$ cat src/rtl/uart_program_loader.sv
// Boot loader between the UART cores and the CPU: handshakes with the host, loads a sized
// program as instruction words, then streams every later byte to data memory as words.
module uart_program_loader #(
    parameter int unsigned WORD_BYTES = 4,
    parameter int unsigned ADDR_W     = 14,
    parameter int unsigned BYTE_ORDER = 0,
    parameter logic [7:0]  SYNC_BYTE  = 8'h99,
    parameter logic [7:0]  DONE_BYTE  = 8'hAA,
    parameter logic [7:0]  ERR_BYTE   = 8'hEE
) (
    input  logic                    clock,
    input  logic                    reset,
    input  logic                    rx_ready,
    input  logic [7:0]              rdata,
    input  logic                    tx_busy,
    output logic                    tx_start,
    output logic [7:0]              sdata,
    output logic                    instr_ready,
    output logic [ADDR_W-1:0]       instr_addr,
    output logic                    mem_ready,
    output logic [8*WORD_BYTES-1:0] data,
    output logic                    program_loaded,
    output logic                    error
);

    localparam int unsigned    W         = 8 * WORD_BYTES;
    localparam int unsigned    BC_W      = (WORD_BYTES > 1) ? $clog2(WORD_BYTES) : 1;
    localparam logic [BC_W-1:0] BC_LAST  = BC_W'(WORD_BYTES - 1);
    localparam logic [63:0]    MAX_BYTES = 64'(WORD_BYTES) << ADDR_W;

    typedef enum logic [2:0] {S_SYNC, S_SIZE, S_PROG, S_ACK, S_DATA, S_ERROR} state_t;

    state_t            r_state;
    logic [BC_W-1:0]   r_bcnt;
    logic [1:0]        r_scnt;
    logic [31:0]       r_size;
    logic [31:0]       r_remain;
    logic              r_tx_pend;
    logic [7:0]        r_pend_byte;
    logic              r_tx_start;
    logic [7:0]        r_sdata;
    logic              r_instr_ready;
    logic [ADDR_W-1:0] r_instr_addr;
    logic              r_mem_ready;
    logic [W-1:0]      r_data;
    logic              r_program_loaded;
    logic              r_error;

    logic [W-1:0]      w_data_next;
    logic [31:0]       w_size_full;
    logic              w_word_done;
    logic              w_size_bad;

    always_comb begin
        if (BYTE_ORDER == 0) begin
            w_data_next        = r_data << 8;
            w_data_next[7:0]   = rdata;
        end else begin
            w_data_next        = r_data >> 8;
            w_data_next[W-1 -: 8] = rdata;
        end
    end

    // Size field is always LSB first, independent of the word byte order.
    always_comb begin
        w_size_full = r_size;
        w_size_full[8*r_scnt +: 8] = rdata;
    end

    assign w_word_done = (r_bcnt == BC_LAST);
    assign w_size_bad  = ((w_size_full % WORD_BYTES) != 32'd0) ||
                         ({32'b0, w_size_full} > MAX_BYTES);

    always_ff @(posedge clock or negedge reset) begin
        if (!reset) begin
            r_state          <= S_SYNC;
            r_bcnt           <= '0;
            r_scnt           <= '0;
            r_size           <= '0;
            r_remain         <= '0;
            r_tx_pend        <= 1'b0;
            r_pend_byte      <= '0;
            r_tx_start       <= 1'b0;
            r_sdata          <= '0;
            r_instr_ready    <= 1'b0;
            r_instr_addr     <= '0;
            r_mem_ready      <= 1'b0;
            r_data           <= '0;
            r_program_loaded <= 1'b0;
            r_error          <= 1'b0;
        end else begin
            r_tx_start    <= 1'b0;
            r_instr_ready <= 1'b0;
            r_mem_ready   <= 1'b0;

            if (r_instr_ready)
                r_instr_addr <= r_instr_addr + ADDR_W'(1);

            if (r_tx_pend && !tx_busy) begin
                r_tx_start <= 1'b1;
                r_sdata    <= r_pend_byte;
                r_tx_pend  <= 1'b0;
            end

            case (r_state)
                S_SYNC: begin
                    r_tx_pend   <= 1'b1;
                    r_pend_byte <= SYNC_BYTE;
                    r_state     <= S_SIZE;
                end
                S_SIZE: begin
                    if (rx_ready) begin
                        r_size <= w_size_full;
                        r_scnt <= r_scnt + 2'd1;
                        if (r_scnt == 2'd3) begin
                            if (w_size_bad) begin
                                r_state     <= S_ERROR;
                                r_tx_pend   <= 1'b1;
                                r_pend_byte <= ERR_BYTE;
                                r_error     <= 1'b1;
                            end else if (w_size_full == 32'd0) begin
                                r_state <= S_ACK;
                            end else begin
                                r_state      <= S_PROG;
                                r_remain     <= w_size_full;
                                r_instr_addr <= '0;
                            end
                        end
                    end
                end
                S_PROG: begin
                    if (rx_ready) begin
                        r_data   <= w_data_next;
                        r_bcnt   <= w_word_done ? '0 : r_bcnt + BC_W'(1);
                        r_remain <= r_remain - 32'd1;
                        if (w_word_done)
                            r_instr_ready <= 1'b1;
                        if (r_remain == 32'd1) begin
                            r_state <= S_ACK;
                            r_bcnt  <= '0;
                        end
                    end
                end
                // ACK lasts one cycle but already assembles data bytes so rx never stalls.
                S_ACK, S_DATA: begin
                    if (r_state == S_ACK) begin
                        r_tx_pend        <= 1'b1;
                        r_pend_byte      <= DONE_BYTE;
                        r_program_loaded <= 1'b1;
                        r_state          <= S_DATA;
                    end
                    if (rx_ready) begin
                        r_data <= w_data_next;
                        r_bcnt <= w_word_done ? '0 : r_bcnt + BC_W'(1);
                        if (w_word_done)
                            r_mem_ready <= 1'b1;
                    end
                end
                S_ERROR: begin
                end
                default: r_state <= S_SYNC;
            endcase
        end
    end

    assign tx_start       = r_tx_start;
    assign sdata          = r_sdata;
    assign instr_ready    = r_instr_ready;
    assign instr_addr     = r_instr_addr;
    assign mem_ready      = r_mem_ready;
    assign data           = r_data;
    assign program_loaded = r_program_loaded;
    assign error          = r_error;

endmodule

$ cat config.mk
export PLATFORM = sky130hd
export DESIGN_NAME = uart_program_loader
export DESIGN_NICKNAME = d
export VERILOG_FILES = /design/src/rtl/uart_program_loader.sv
export SDC_FILE = /design/constraint.sdc
export NUM_CORES = 1
export LEC_CHECK = 0
export ABC_AREA = 1
export CORE_MARGIN = 1
export CORE_UTILIZATION = 45
export DETAILED_ROUTE_END_ITERATION = 12
export PLACE_DENSITY = 0.66
export SETUP_SLACK_MARGIN = 0.2
export SYNTH_ARGS = -nofsm -noshare
export SYNTH_HDL_FRONTEND = slang
export SYNTH_SLANG_ARGS = --single-unit
$ cat constraint.sdc
create_clock -name clock -period 2.8 [get_ports clock]
set_clock_uncertainty 0.2 [all_clocks]
set_input_delay 0.7 -clock clock [delete_from_list [all_inputs] [get_ports clock]]
set_output_delay 0.7 -clock clock [all_outputs]
set_load 0.01 [all_outputs]
---- Yosys cells after proc, flatten, opt, wreduce, memory -nomap -nowiden ----
Cells that the tools add are included.
storage, ports and cells
  bits in registers ....................... 139
  bits in writable memories ............... 0
  output and inout port bits .............. 59
  input port bits ......................... 12
  memories ................................ 0
  bits in latches ......................... 0
  logic and storage cells ................. 102
  memory bits (read-only) ................. 0
operators by class
  add/subtract/negate cells ............... 5
  $mul .................................... 0
  bitwise operators ....................... 1
  eq/ne operators ......................... 17
  muxes and demuxes ....................... 42
  shift-type cells ........................ 2
  $lt $le $gt $ge ......................... 1
  divide/modulo/power cells ............... 0
  reduce and logical (&&, ||, !) cells .... 19
operators with widths
  cell                       number
  $mux W32                   5
  $mux W14                   6
  $pmux W32 S2               1
  $neg A5 Y34                1
  $shift A8 B34 Y32 const A  1
  $shiftx A8 B34 Y32         1
  $bwmux W32                 1
  $eq A32 B1 Y1 const B      1
  $gt A32 B17 Y1 const B     1
  $logic_not A32 Y1          1
  $mux W8                    4
  $reduce_bool A32 Y1        1
  $sub A32 B1 Y32 const B    1
  $pmux W8 S3                1
  $mux W3                    6
  $ne A2 B2 Y1 const B       9
  $pmux W3 S5                1
  $add A14 B1 Y14 const B    1
  $reduce_and A6 Y1          2
  $mux W1                    11
  $mux W2                    4
  $eq A3 B2 Y1 const B       2
  $eq A3 B3 Y1 const B       2
  $reduce_and A2 Y1          3
  other kinds (17)           20

---- Logic depth before layout (Yosys ltp) ----
Gate-level depths: netlist of the first run.
  depth after elaboration ................. 9
  mapped depth ............................ 19
  depth with buffers taken out ............ 18

---- Worst setup path after synthesis of the first run ----
Ideal clock, no wire load.
  path kind ............................... register to register
  from .................................... register r_scnt[0]
  to ...................................... register r_instr_addr[9], in the netlist instr_addr[9]
  clock period less this slack ............ 2.506 ns
  required time ........................... 2.469 ns
  cell stages (with the launch flop) ...... 16
  buffers on the path ..................... 1
  setup time .............................. 0.131 ns
  path slack .............................. 0.294 ns
  data arrival time ....................... 2.175 ns
  cells stage by stage .................... dfrtp_1 -> inv_1 -> ha_1 -> nand2_1 -> nor2_1 -> nor2_1 -> nand2_1 -> nor2_1 -> inv_1 -> nor2_1 -> nand2_1 -> nand2_1 -> nand2_2 -> nor2_2 -> buf_4 -> nor3_1
on the way
  word-level cells in the longest chain between the ends .. 9
  elaborated cells between the ends (all ways) .. 14
  those cells by class .................... 1 x add/sub; 1 x order compare; 1 x eq/ne; 2 x shift; 6 x mux; 3 x reduce/logical
RTL lines
  what                                                     line     RTL
  start, declared                                          35       logic [1:0] r_scnt;
  start signal, assigned                                   114      r_scnt <= r_scnt + 2'd1;
  $neg A5 Y34                                              67       w_size_full[8*r_scnt +: 8] = rdata;
  $shiftx A8 B34 Y32 or $shift A8 B34 Y32 (tied branches)  67
  $bwmux W32                                               67
  $gt A32 B17 Y1, or another cell as far along             72       ({32'b0, w_size_full} > MAX_BYTES);
  $logic_or A1 B1 Y1 or $mux W14 (tied branches)           71, 121
  $mux W14                                                 116      if (w_size_bad) begin
  $mux W14 (*)                                             115      if (r_scnt == 2'd3) begin
  $mux W14 (*)                                             112      if (rx_ready) begin
  $mux W14 (*)                                             105      case (r_state)
  end signal, assigned                                     97       r_instr_addr <= r_instr_addr + ADDR_W'(1);
  end, declared                                            43       logic [ADDR_W-1:0] r_instr_addr;
Mark *: on every way between the ends. The rest lies on a longest branch, timed or not.
A chain may end at the register's enable or synchronous reset.

---- Worst setup path in the final report of the first run ----
  from .................................... register r_scnt[0]
  to ...................................... register r_remain[26]
on the way
  word-level cells in the longest chain between the ends .. 8
  elaborated cells between the ends (all ways) .. 18
  those cells by class .................... 1 x add/sub; 1 x order compare; 4 x eq/ne; 2 x shift; 6 x mux; 4 x reduce/logical
RTL lines
  what                                                 line  RTL
  branches (longest 8 deep; another with $neg A5 Y34)  --
  end signal, assigned                                 125   r_remain <= w_size_full;
  end signal, assigned                                 135   r_remain <= r_remain - 32'd1;
  end, declared                                        37    logic [31:0] r_remain;
Parallel ways; which one is timed is not known. The select of a mux whose other input is x is not followed.

==> results of run 1 <==
## Yosys cell counts, types with 2 or more instances
master    count
a21oi_1       6
a22oi_1       4
a31oi_1       4
buf_1         2
buf_2         6
buf_4        10
buf_6         3
clkbuf_1     17
clkinv_1      3
dfrtp_1     131
ha_1         10
inv_1        84
nand2_1     348
nand2_4       2
nand3_1      69
nand3b_1      2
nand4_1      13
nor2_1      164
nor2_2        5
nor3_1       20
nor4_1        2
o21ai_0      71
or2_2         2
xnor2_1      10
xor2_1       18
## power groups by stage
stage	sequential (mW)	clock [mW]	combinational [mW]
after floorplan	3.31	0	4.16
after global placement	3.28	0	6.54
after detailed placement	3.28	0	6.59
after CTS	3.27	2.22	6.78
after global routing	3.40	2.31	8.64
final	3.29	2.18	7.79
## cell families (layout without fill, tap and decap cells)
group	Yosys count	after routing	share of synthesized area [%]
simple gates	630	630	35.5
flops	131	131	45.4
buf+inv	126	297	7.48
compound gates	88	88	6.51
xor+xnor	28	28	3.40
fa+ha+maj	10	10	1.73
## worst reg2reg max path: stages, from the launching register on
cell       delay [ns]
dfrtp_1          0.41
inv_4            0.08
ha_4             0.35
inv_4            0.06
nand2_8          0.10
nor2_1           0.07
nor2_1           0.15
nand2_1          0.07
nor2_1           0.12
nand2_2          0.10
nor2_1           0.11
nand2_1          0.08
nand2_2          0.09
nand2_4          0.07
nand2_8          0.13
nand2_8          0.10
clkbuf_16        0.19
nand2_1          0.06
nand2_1          0.05
## per-layer routing
layer  GRT usage, %  vias up  wire length, microns
met5              0        -                     0
met4           8.86        0                   648
met3           4.82       39                   951
met2           39.8      200                  9620
met1           32.5     3326                  9050
li1               -     3507                     -
## through the flow
step,setup TNS [ns],instances,hold WS (ns),utilization [%]
after floorplan,0,1013,0.204,-
after global placement,-13.93,1329,0.235,55.9
after detailed placement,-14.21,1329,0.237,55.9
after CTS,0,1364,0.0130,60.2
after global routing,-1.50,1395,0.0322,64.8
final,0,1395,0.00639,64.8
## state kept, by name, summed over array words and instances (netlist names), 2 cells and up
| register | flops |
|---|---|
| data | 32 |
| instr_addr | 14 |
| r_bcnt | 2 |
| r_pend_byte | 4 |
| r_remain | 32 |
| r_scnt | 2 |
| r_size | 32 |
| r_state | 3 |
| sdata | 4 |
## path summary, 6_finish.rpt
check / depth (start not counted) / from / slack [ns] / endpoint
worst max register to register: 18 / r_scnt[0] / 0.12 / r_remain[26]
worst min register to register: 2 / r_pend_byte[3] / 0.25 / r_pend_byte[3]
max in group asynchronous: 2 / reset / 1.77 / r_size[27]
worst min-delay path: 1 / reset / 0.006 / data[27]
min in group clock: 2 / r_pend_byte[3] / 0.25 / r_pend_byte[3]
worst max-delay path: 18 / r_scnt[0] / 0.12 / r_remain[26]
## timing repair
action	in CTS	in global routing
gates resized for setup	30	95
setup buffers	3	27
gates cloned	0	4
pin swaps	5	30
setup endpoints to repair	54	55
## cell type report
cell class	instances	area share [%]
clock buffer	20	4.67
multi-input combinational	756	37.8
inverter	88	3.45
sequential	131	32.8
timing repair buffer	177	17.5
clock inverter	12	1.19
tap	211	2.64
==> results by group, run 1 <==
Timing
  • RSZ-0062 raised after global routing: true
  • Period utilisation layout: 95.8%
  • Tmin final: ~2.7 ns
  • Max_slew headroom: 64.3%
  • # setup viols final: 0
  • Final Hold Viols: 0
  • Worst Slack Setup Final: 0.118 ns
  • Highest clock rate: 373 MHz
  • Slew Limit Fails: 0
  • Least-Margin Pin Slew: 0.535 ns

Logic synthesis
  • Synthesized cell area: ~7200 sq um
  • Synth async-reset ratio: 100%
  • Post-synth EDFFs: 0
  • Synth top area cells: dfrtp_1 45%, nand2_1 18%, nor2_1 8.5%
  • Yosys reg bits: 131
  • Post-Synthesis Mean Instance Area: 7.13 sq um
  • Post-synth top area cell: dfrtp_1
  • Syn nets: 1035
  • Cells after synthesis: 1013
  • Synth Warn #: 0
  • Post-synth top area share: 45.4%
  • Count of different cell masters after synthesis: 32
  • Post-synthesis sequential area ratio: 45.4%
  • Prevailing post-synth register cell: dfrtp_1

Clocking
  • CTS Buffer Depth: 2
  • CTS Hold Bufs: 0
  • TritonCTS clock tree: done
  • Root buf cell: clkbuf_16
  • Reg clk slew, reported paths: ~0.060 ns
  • CTS Sinks: 131
  • Worst skew pair latency: 0.42 ns
  • H-tree depth: 4
  • Total CTS buffers: 17

Route
  • First drt pass iteration count: 5
  • DRT iter0 DRCs: 540
  • Drt wl/cell: 14.5 microns
  • ANT nets after route: 0
  • WL final: between 20 and 25 mm
  • Vias per inst: 5.07
  • Post-route DRC: 0
  • DR vias: 7072

Run status
  • Outcome: completed

Placed design
  • Placed inst area: 8630 sq um
  • DP Worst Slack: -0.301 ns
  • Final HPWL from detailed placement: between 10 and 15 mm
  • Routability cong.: 0.965
  • I/O Buffers: 70

Worst setup path
  • Cell family with most CP delay: simple AND/OR/NAND/NOR gates
  • Crit path required time: 2.92 ns
  • Worst path max stage delay: 0.41 ns
  • CP cell instances: inv_4, ha_4, inv_4, nand2_8, nor2_1, nor2_1, nand2_1, nor2_1, nand2_2, nor2_1, nand2_1, nand2_2, nand2_4, nand2_8, nand2_8, clkbuf_16, nand2_1, nand2_1
  • Nature of the critical path endpoint: flip-flop
  • CP bufs+invs: 3
  • Startpoint Class: flip-flop
  • Type of the worst setup path: reg -> reg
  • Slowest CP cell: dfrtp_1
  • Arrival time worst endpoint: 2.80 ns
  • Worst-path fanout max: 10

Power and ir drop
  • Reported leakage power: 5.04 nW
  • Switching Share: a little under half
  • Int Power: 7.25 mW
  • Flop pwr share: about a quarter
  • Tot Pwr: approximately 13 mW
  • Net Switching: 6.01 mW
  • VDD IR max: around 0.00072 V
  • PwrDens: 1330 nW/um^2
  • Clock power share: 16.5%
  • Comb pwr share: 58.7%

Die
  • Starting Density: 46.8%
  • Core area: 15400 sq um
  • I/O pin count: 71
  • Total die area: ~17000 sq um
  • FP Rows: 45
  • Die H: 129 microns
  • Die width: 129 microns

Run
  • Maxcap violations: 0

Finish
  • Filler cells: roughly 1.3k
  • Area Overhead vs Synth: 38.4%
  • Multi-input logic area: 3780 sq um
  • Commonest non-fill, non-tap cell in the layout: nand2_1
  • Sequential Area: 3280 sq um
  • ANT cells: 0
  • Layout cells sized above 1: 19.6%
  • Nets: 1193
  • Final instance area: approximately 10000 sq um
  • Most frequent cells in the layout: 334 x nand2_1, 135 x nor2_1, 131 x dfrtp_1

Global route
  • Largest net degree at the start of global routing: 63
  • Gr usage total: between 20 and 25%
  • First-pass GRT wire length: 31.5 mm
  • Vias in the first global route: 6392
  • Grt ovf: 0
  • Initial antenna violation count: 0

Hold path
  • Worst min path class: in -> async
Power figures use the tool's default switching activity.
==> inputs of run 2 (changes only) <==
Settings changed: CORE_UTILIZATION 45 to 58, PLACE_DENSITY 0.66 to 0.82.
==> results by group, run 2 (same netlist as run 1, synthesis figures left out) <==
Run status
  • Outcome: finished, violations left
  • Violated checks: setup timing

Clocking
  • Reg clk slew, reported paths: ~0.060 ns
  • H-tree depth: 4
  • Worst skew pair latency: 0.42 ns
  • CTS Buffer Depth: 2
  • CTS Sinks: 131
  • Total CTS buffers: 17
  • TritonCTS clock tree: done
  • CTS Hold Bufs: 0
  • Root buf cell: clkbuf_16

Route
  • WL final: 20.6 mm
  • Post-route DRC: 0
  • Drt wl/cell: about 15 microns
  • DR vias: 7333
  • ANT nets after route: 0
  • First drt pass iteration count: 7
  • Vias per inst: about 5.5
  • DRT iter0 DRCs: around 750

Power and ir drop
  • PwrDens: 1360 nW/um^2
  • Tot Pwr: 13.1 mW
  • VDD IR max: 0.000816 V
  • Reported leakage power: between 4 and 5 nW

Timing
  • Tmin final: about 3.0 ns
  • RSZ-0062 raised after global routing: true
  • Final Hold Viols: 0
  • Max_slew headroom: approximately 63%
  • Worst Slack Setup Final: -0.161 ns
  • Worst hold margin: 0.00959 ns
  • Period utilisation layout: 106%
  • Slew Limit Fails: 0
  • Least-Margin Pin Slew: 0.550 ns
  • Highest clock rate: 338 MHz
  • # setup viols final: between 50 and 60

Placed design
  • Placed inst area: roughly 8600 sq um
  • I/O Buffers: 70
  • Final HPWL from detailed placement: 12.8 mm
  • Dpl cells: 1295
  • Routability cong.: 0.929

Global route
  • Initial antenna violation count: 0
  • Grt ovf: 0
  • Largest net degree at the start of global routing: between 60 and 70
  • Gr usage total: 31.4%
  • First-pass GRT wire length: 31.7 mm
  • Vias in the first global route: between 6k and 7k

Finish
  • Layout cells sized above 1: 16.9%
  • Nets: 1184
  • ANT cells: 0
  • Area Overhead vs Synth: 33.2%
  • Most frequent cells in the layout: 321 x nand2_1, 146 x nor2_1, 131 x dfrtp_1
  • Commonest non-fill, non-tap cell in the layout: nand2_1
  • Final instance area: ~9600 sq um
  • Fin util: approximately four fifths
  • Fin cells: around 1.3k

Worst setup path
  • Worst r2r src: r_scnt[0]
  • Arrival time worst endpoint: 3.07 ns
  • Nature of the critical path endpoint: flip-flop
  • R2R Setup Slk: -0.16 ns
  • R2r endpoint: r_remain[31]
  • Worst r2r path cells: 19
  • Crit path required time: 2.91 ns
  • Startpoint Class: flip-flop
  • Worst-path fanout max: 8
  • Type of the worst setup path: reg -> reg

Die
  • I/O pin count: 71
  • FP Rows: 40
  • Die H: 114 microns
  • Die width: approximately 110 microns
  • Starting Density: 59.9%
  • Core area: 12100 sq um
  • Total die area: 12900 sq um

Hold path
  • Worst min path class: in -> async

Run
  • Maxcap violations: 0
==> run 2: cell types whose count changed in the layout (fill, tap and decap cells not counted), moves of 9 or more <==
cell and change:
nand2_2 +14, nand3_1 +12, nor2_1 +11, nand3_2 -11
nand2_1 -13, inv_1 +9
==> run 2: cell type report <==
class                      instances  area, sq um
clock buffer                      21          470
clock inverter                    11          126
fill                             808         2440
inverter                          88          334
multi-input combinational        756         3640
sequential                       131         3280
tap                              168          210
timing repair buffer             168         1570
==> run 2: power by group <==
group          leakage (nW)  switching, mW  internal [mW]
combinational          2.93           4.37           3.16
sequential             1.71          0.692           2.63
clock                 0.282          0.843           1.38
total                  4.92           5.91           7.17
==> run 2: worst max-delay path, cell delays in order (launching register included) <==
cell and delay [ns]:
dfrtp_1 0.41, inv_2 0.13, ha_4 0.17, clkinvlp_4 0.18, buf_6 0.19, nand3_4 0.07, nor2_1 0.06, nor2_1 0.19
nand2_1 0.09, nor2_1 0.14, nand2_1 0.13, nor2_1 0.11, nand2_1 0.09, nand2_2 0.11, nand2_4 0.09, nand2_8 0.09
nand2_8 0.09, clkbuf_16 0.18, nand2_1 0.06, nand2_1 0.05
==> run 2: through the flow <==
stage | setup TNS [ns] | setup WS, ns
4_1_cts | 0 | 0.154
3_5_place_dp | -11.31 | -0.248
3_3_place_gp | -11.46 | -0.233
2_1_floorplan | 0 | 0.294
5_1_grt | -14.15 | -0.316
6_report | -5.64 | -0.161
==> run 2: worst max-delay path by stage <==
stage               cells after the start  slack [ns]  startpoint            end
floorplan                              15        0.29   r_scnt[0]  instr_addr[9]
global placement                       16       -0.23    rdata[7]   r_remain[19]
detailed placement                     16       -0.25    rdata[1]   r_remain[19]
CTS                                    19        0.15   r_scnt[0]    r_remain[5]
global route                           19       -0.32   r_scnt[0]   r_remain[31]
finish                                 19       -0.16   r_scnt[0]   r_remain[31]
==> run 2: routing by layer <==
metal  GRT usage, %  up-vias  routed length [microns]
li1               -     3495                        -
met1           40.9     3395                     8420
met2           51.6      359                     9850
met3           4.57       84                     1360
met4           15.4        0                      954
met5              0        -                        0
==> run 2: repair_timing <==
action | CTS | global route
setup buffers | 8 | 5
cloned | 0 | 3
endpoints found under the setup margin | 55 | 55
hold endpoints to repair | 0 | 0
resized for setup | 32 | 44
pin swaps | 4 | 14
